**src/rtl/imem_boot_loader.sv**
```systemverilog
// Streams a little-endian byte image into instruction memory from word 0,
// holding the CPU in reset until the last word has been written.
module imem_boot_loader #(
  parameter int ADDR_WIDTH = 8
) (
  input  logic                  clk,
  input  logic                  reset,
  input  logic [7:0]            in_data,
  input  logic                  in_valid,
  output logic                  in_ready,
  input  logic                  reload,
  output logic                  mem_we,
  output logic [ADDR_WIDTH-1:0] mem_addr,
  output logic [31:0]           mem_wdata,
  output logic                  cpu_reset,
  output logic                  done,
  output logic                  error,
  output logic [15:0]           words_loaded
);

  localparam logic [2:0] S_HDR0      = 3'd0;
  localparam logic [2:0] S_HDR1      = 3'd1;
  localparam logic [2:0] S_DATA      = 3'd2;
  localparam logic [2:0] S_DONE_WAIT = 3'd3;
  localparam logic [2:0] S_DONE      = 3'd4;
  localparam logic [2:0] S_ERROR     = 3'd5;

  localparam logic [16:0] DEPTH = 17'd1 << ADDR_WIDTH;

  logic [2:0]  state;
  logic [2:0]  state_nx;
  logic [15:0] count_n;
  logic [1:0]  byte_cnt;
  logic [23:0] shift_q;
  logic        xfer;
  logic        last_word;
  logic [16:0] n_full;

  assign in_ready = (state == S_HDR0) || (state == S_HDR1) || (state == S_DATA);
  assign xfer     = in_valid && in_ready;
  assign done     = (state == S_DONE);
  assign error    = (state == S_ERROR);
  assign n_full   = {1'b0, in_data, count_n[7:0]};

  // words_loaded already counts every earlier word when this word's 4th byte lands.
  assign last_word = ({1'b0, words_loaded} + 17'd1) == {1'b0, count_n};

  // NOTE: every variable written in always_comb gets a default first so no latch is inferred.
  always_comb begin
    state_nx = state;
    case (state)
      S_HDR0: if (xfer) state_nx = S_HDR1;
      S_HDR1: begin
        if (xfer) begin
          if (n_full > DEPTH)      state_nx = S_ERROR;
          else if (n_full == '0)   state_nx = S_DONE_WAIT;
          else                     state_nx = S_DATA;
        end
      end
      S_DATA: if (xfer && byte_cnt == 2'd3 && last_word) state_nx = S_DONE_WAIT;
      S_DONE_WAIT: state_nx = S_DONE;
      S_DONE, S_ERROR: if (reload) state_nx = S_HDR0;
      default: state_nx = S_HDR0;
    endcase
  end

  // NOTE: sequential state uses non-blocking assignments so every register samples pre-edge values.
  always_ff @(posedge clk) begin
    if (reset) begin
      state        <= S_HDR0;
      count_n      <= '0;
      byte_cnt     <= '0;
      shift_q      <= '0;
      mem_we       <= 1'b0;
      mem_addr     <= '0;
      mem_wdata    <= '0;
      words_loaded <= '0;
      cpu_reset    <= 1'b1;
    end else begin
      state     <= state_nx;
      cpu_reset <= (state_nx != S_DONE);
      mem_we    <= 1'b0;

      if (mem_we) begin
        mem_addr     <= mem_addr + ADDR_WIDTH'(1);
        words_loaded <= words_loaded + 16'd1;
      end

      case (state)
        S_HDR0: if (xfer) count_n[7:0]  <= in_data;
        S_HDR1: if (xfer) count_n[15:8] <= in_data;
        S_DATA: begin
          if (xfer) begin
            byte_cnt <= byte_cnt + 2'd1;
            if (byte_cnt == 2'd3) begin
              mem_we    <= 1'b1;
              mem_wdata <= {in_data, shift_q};
            end else begin
              shift_q <= {in_data, shift_q[23:8]};
            end
          end
        end
        S_DONE, S_ERROR: begin
          // Leaving for HDR0 starts a fresh image from word 0.
          if (reload) begin
            count_n      <= '0;
            byte_cnt     <= '0;
            mem_addr     <= '0;
            words_loaded <= '0;
          end
        end
        default: ;
      endcase
    end
  end

endmodule

```
**config.mk**
```make
export PLATFORM = sky130hd
export DESIGN_NAME = imem_boot_loader
export DESIGN_NICKNAME = d
export VERILOG_FILES = /design/src/rtl/imem_boot_loader.sv
export SDC_FILE = /design/constraint.sdc
export NUM_CORES = 1
export LEC_CHECK = 0
export CORE_ASPECT_RATIO = 0.9
export CORE_MARGIN = 2
export CORE_UTILIZATION = 57
export DETAILED_ROUTE_END_ITERATION = 6
export PLACE_DENSITY = 0.88
export SLEW_MARGIN = 5
export SYNTH_ARGS = -nofsm -noshare
export SYNTH_HDL_FRONTEND = slang
export SYNTH_SLANG_ARGS = --single-unit
```
**constraint.sdc**
```tcl
create_clock -name clk -period 3.8 [get_ports clk]
set_input_delay 0.76 -clock clk [delete_from_list [all_inputs] [get_ports clk]]
set_output_delay 0.76 -clock clk [all_outputs]
set_load 0.05 [all_outputs]
```
==> run_results.csv <==
group,metric,value,unit
outcome,status,"completed",
pwr,p_leak,0.00183,uW
critical_path,critPathSlowestCell,"clkdlybuf4s50_1",
critical_path,required,3.04,ns
placed_design,dp_hpwl,7.32,mm
timing,setup_violations,0,
global_route,grt_overflow,0,
clocking,cts_resized,0,
layout,postLayoutCellArea,0.00541,mm^2
yosys,synth_seq_area_share,46.3,%
worst_hold_path,hp-class,"register to register",
timing,finalClockSkew,0.0127,ns
floorplanning,initial_core_util,59.1,%
routing,drt_iter0_drc,409,
floorplanning,fp.dieArea,0.00854,mm^2
clocking,cts.htree.levels,3,
floorplanning,die_w,97.2,um
critical_path,endpoint_kind,"output port",
yosys,synth_seq_cells,103,
yosys,synth_compound_area_share,15.3,%
critical_path,startpoint_type,"register",
clocking,cts_setup_buffers,0,
global_route,track_usage,25.1,%
yosys,syn_area,0.00446,mm^2
pwr,pwr_density_cell,365,mW/mm^2
pwr,fin_total_pwr,1970,uW
timing,slew_headroom,24.5,%
placed_design,port_buffers,72,
yosys,synthSimpleGateAreaFrac,26.0,%
yosys,synth_top_family_by_area,"simple AND/OR/NAND/NOR gates",
yosys,synthCells,558,
yosys,yosysWarnings,0,
yosys,synth_edf_count,0,
yosys,synth_nets,573,
yosys,synth.area.mux_share,0.926,%
layout,antenna_cells,0,
critical_path,path_cells,"nor2b_1 -> and2_1 -> clkdlybuf4s50_1",
layout,final_common_cell,"nand2_1",
pwr,ir_drop,0.287,mV
global_route,grt_max_degree,80,
layout,layout_common_cells,"nand2_1, dfxtp_1, a21oi_1",
layout,layoutNonFillerInstCount,712,
timing,rsz0062_at_grt,"false",
clocking,clock_latency,0.37,ns
clocking,cts_tree,"done",
layout,layout-drive-gt1-share,5.19,%
routing,first_pass_iters,6,
timing,layout_min_cycle_time,2.87,ns
routing,antenna_left,0,
yosys,synthXorXnorAreaFrac,7.07,%
critical_path,worstPathArrival,2.11,ns
floorplanning,die_h,87.9,um
timing,hold_violations,0,
yosys,synth_cell_type_count,51,
placed_design,post_dp_cell_area,0.00520,mm^2
clocking,cts_buffers,9,
global_route,grt_pass1_wl,17.6,mm
timing,post-route-period-util,75.5,%
critical_path,path_class,"register to output port",
timing,fmax,349,MHz
routing,avgViaCountPerCell,5.71,
global_route,antenna_found_initial,0,
yosys,synth_fa_ha_area_share,0.842,%
timing,drv_slew,0,
placed_design,gp_congestion,0.884,
routing,wl,10.7,mm
floorplanning,io_pins,73,
routing,vias,4064,
clocking,cts_root_buffer,"clkbuf_8",
clocking,clk_pin_slew_worst_paths,0.11,ns
flow_run,cap_violations,0,
layout,area_delta_synth_final,21.4,%
clocking,clkSinkCount,103,
yosys,avgSynthCellArea,7.99,um^2
routing,drc,0,
global_route,grt_pass1_vias,3730,
clocking,cts_buffer_depth,2,
timing,worst_pin_slew,1.13,ns
clocking,postCtsHoldBufs,0,
yosys,synthArstFlopShare,0,%
critical_path,cp_max_fo,11,
floorplanning,core,0.00754,mm^2
placed_design,dpl.cell_count,696,
floorplanning,rows,30,
critical_path,worst_path_largest_cell_delay,0.80,ns
layout,final_net_count,626,
routing,wire_per_inst,15.1,um
timing,finalSetupTns,0,ns
yosys,ys.flop_type,"dfxtp_1",
-- kinds of logic (layout without fill, tap and decap cells) --
logic type / Yosys count / in the layout
muxes: 4 / 4
buffers and inverters: 42 / 100
and+or+nand+nor: 258 / 258
adders and majority gates: 3 / 3
DFF: 103 / 103
xor gates and xnor gates: 36 / 36
AOI/OAI and AO/OA: 112 / 112
-- power by group --
| group | switching [uW] | internal, uW |
|---|---|---|
| logic | 84.5 | 51.2 |
| registers | 19.8 | 1090 |
| clock network | 404 | 320 |
| total | 508 | 1460 |
-- per-stage QoR --
| stage | worst slack, ns | hold WS (ns) | utilization [%] |
|---|---|---|---|
| 2_1_floorplan | 1.46 | 0.432 | - |
| 3_3_place_gp | 1.05 | 0.442 | 68.9 |
| 3_5_place_dp | 0.884 | 0.447 | 68.9 |
| 4_1_cts | 0.920 | 0.463 | 71.7 |
| 5_1_grt | 0.819 | 0.474 | 71.7 |
| 6_report | 0.933 | 0.458 | 71.7 |
-- cell usage after synthesis, drive strengths merged, types with 2 or more instances --
master   instances  area (um^2)
ha               3         37.5
or3              2         12.5
mux2i            3         30.0
nand3b           2         15.0
o41ai            2         17.5
nor2            53          199
nand4            7         58.8
a2111oi          2         30.0
o211ai           2         15.0
xor2            17          149
or4              2         15.0
dfxtp          103         2060
a21oi           73          365
o21a             2         15.0
a22oi            8         60.1
nand2b           6         37.5
buf              4         18.8
xnor2           19          166
nor3             8         40.0
o31ai            3         27.5
nor2b            2         12.5
and2             5         31.3
nand3           21          110
o21ai            5         25.0
o211a            3         30.0
inv              6         22.5
nand2          139          522
a31oi            2         12.5
clkbuf          32          120
nor4             5         52.6
a211oi           3         22.5
-- worst paths after layout --
path                         from           end  slack [ns]  cells after the start
hold reg to reg      mem_wdata[4]  mem_wdata[4]        0.46                      2
setup reg to reg  words_loaded[3]      state[0]        1.35                      6
setup / recovery         state[2]         error        0.93                      3
hold / removal       mem_wdata[4]  mem_wdata[4]        0.46                      2
-- final cells by class --
cell class,count,area [um^2]
clock buffers,9,124
well taps,96,120
fillers,586,2140
repair buffers,78,761
inverters,6,22.5
multi-input cells,413,2230
flip-flops and latches,103,2060
clock inverters,7,86.3
-- registers in the layout, indices dropped and copies added (netlist names) --
register      count
count_n          16
mem_wdata        32
mem_addr          8
mem_we            1
state             3
byte_cnt          2
words_loaded     16
cpu_reset         1
shift_q          24
-- critical path: cells and delay by family (launching register included) --
family | cells | cell delay [ns]
simple gates | 2 | 0.42
buf+inv | 1 | 0.80
flops | 1 | 0.53
-- routing by layer --
| metal | track usage (%) | share of wire [%] |
|---|---|---|
| met1 | 34.1 | 45 |
| met2 | 40.8 | 48 |
| met3 | 6.23 | 6.6 |
| met4 | 6.53 | 0.99 |
| met5 | 0 | 0 |
Power figures use the tool's default switching activity.
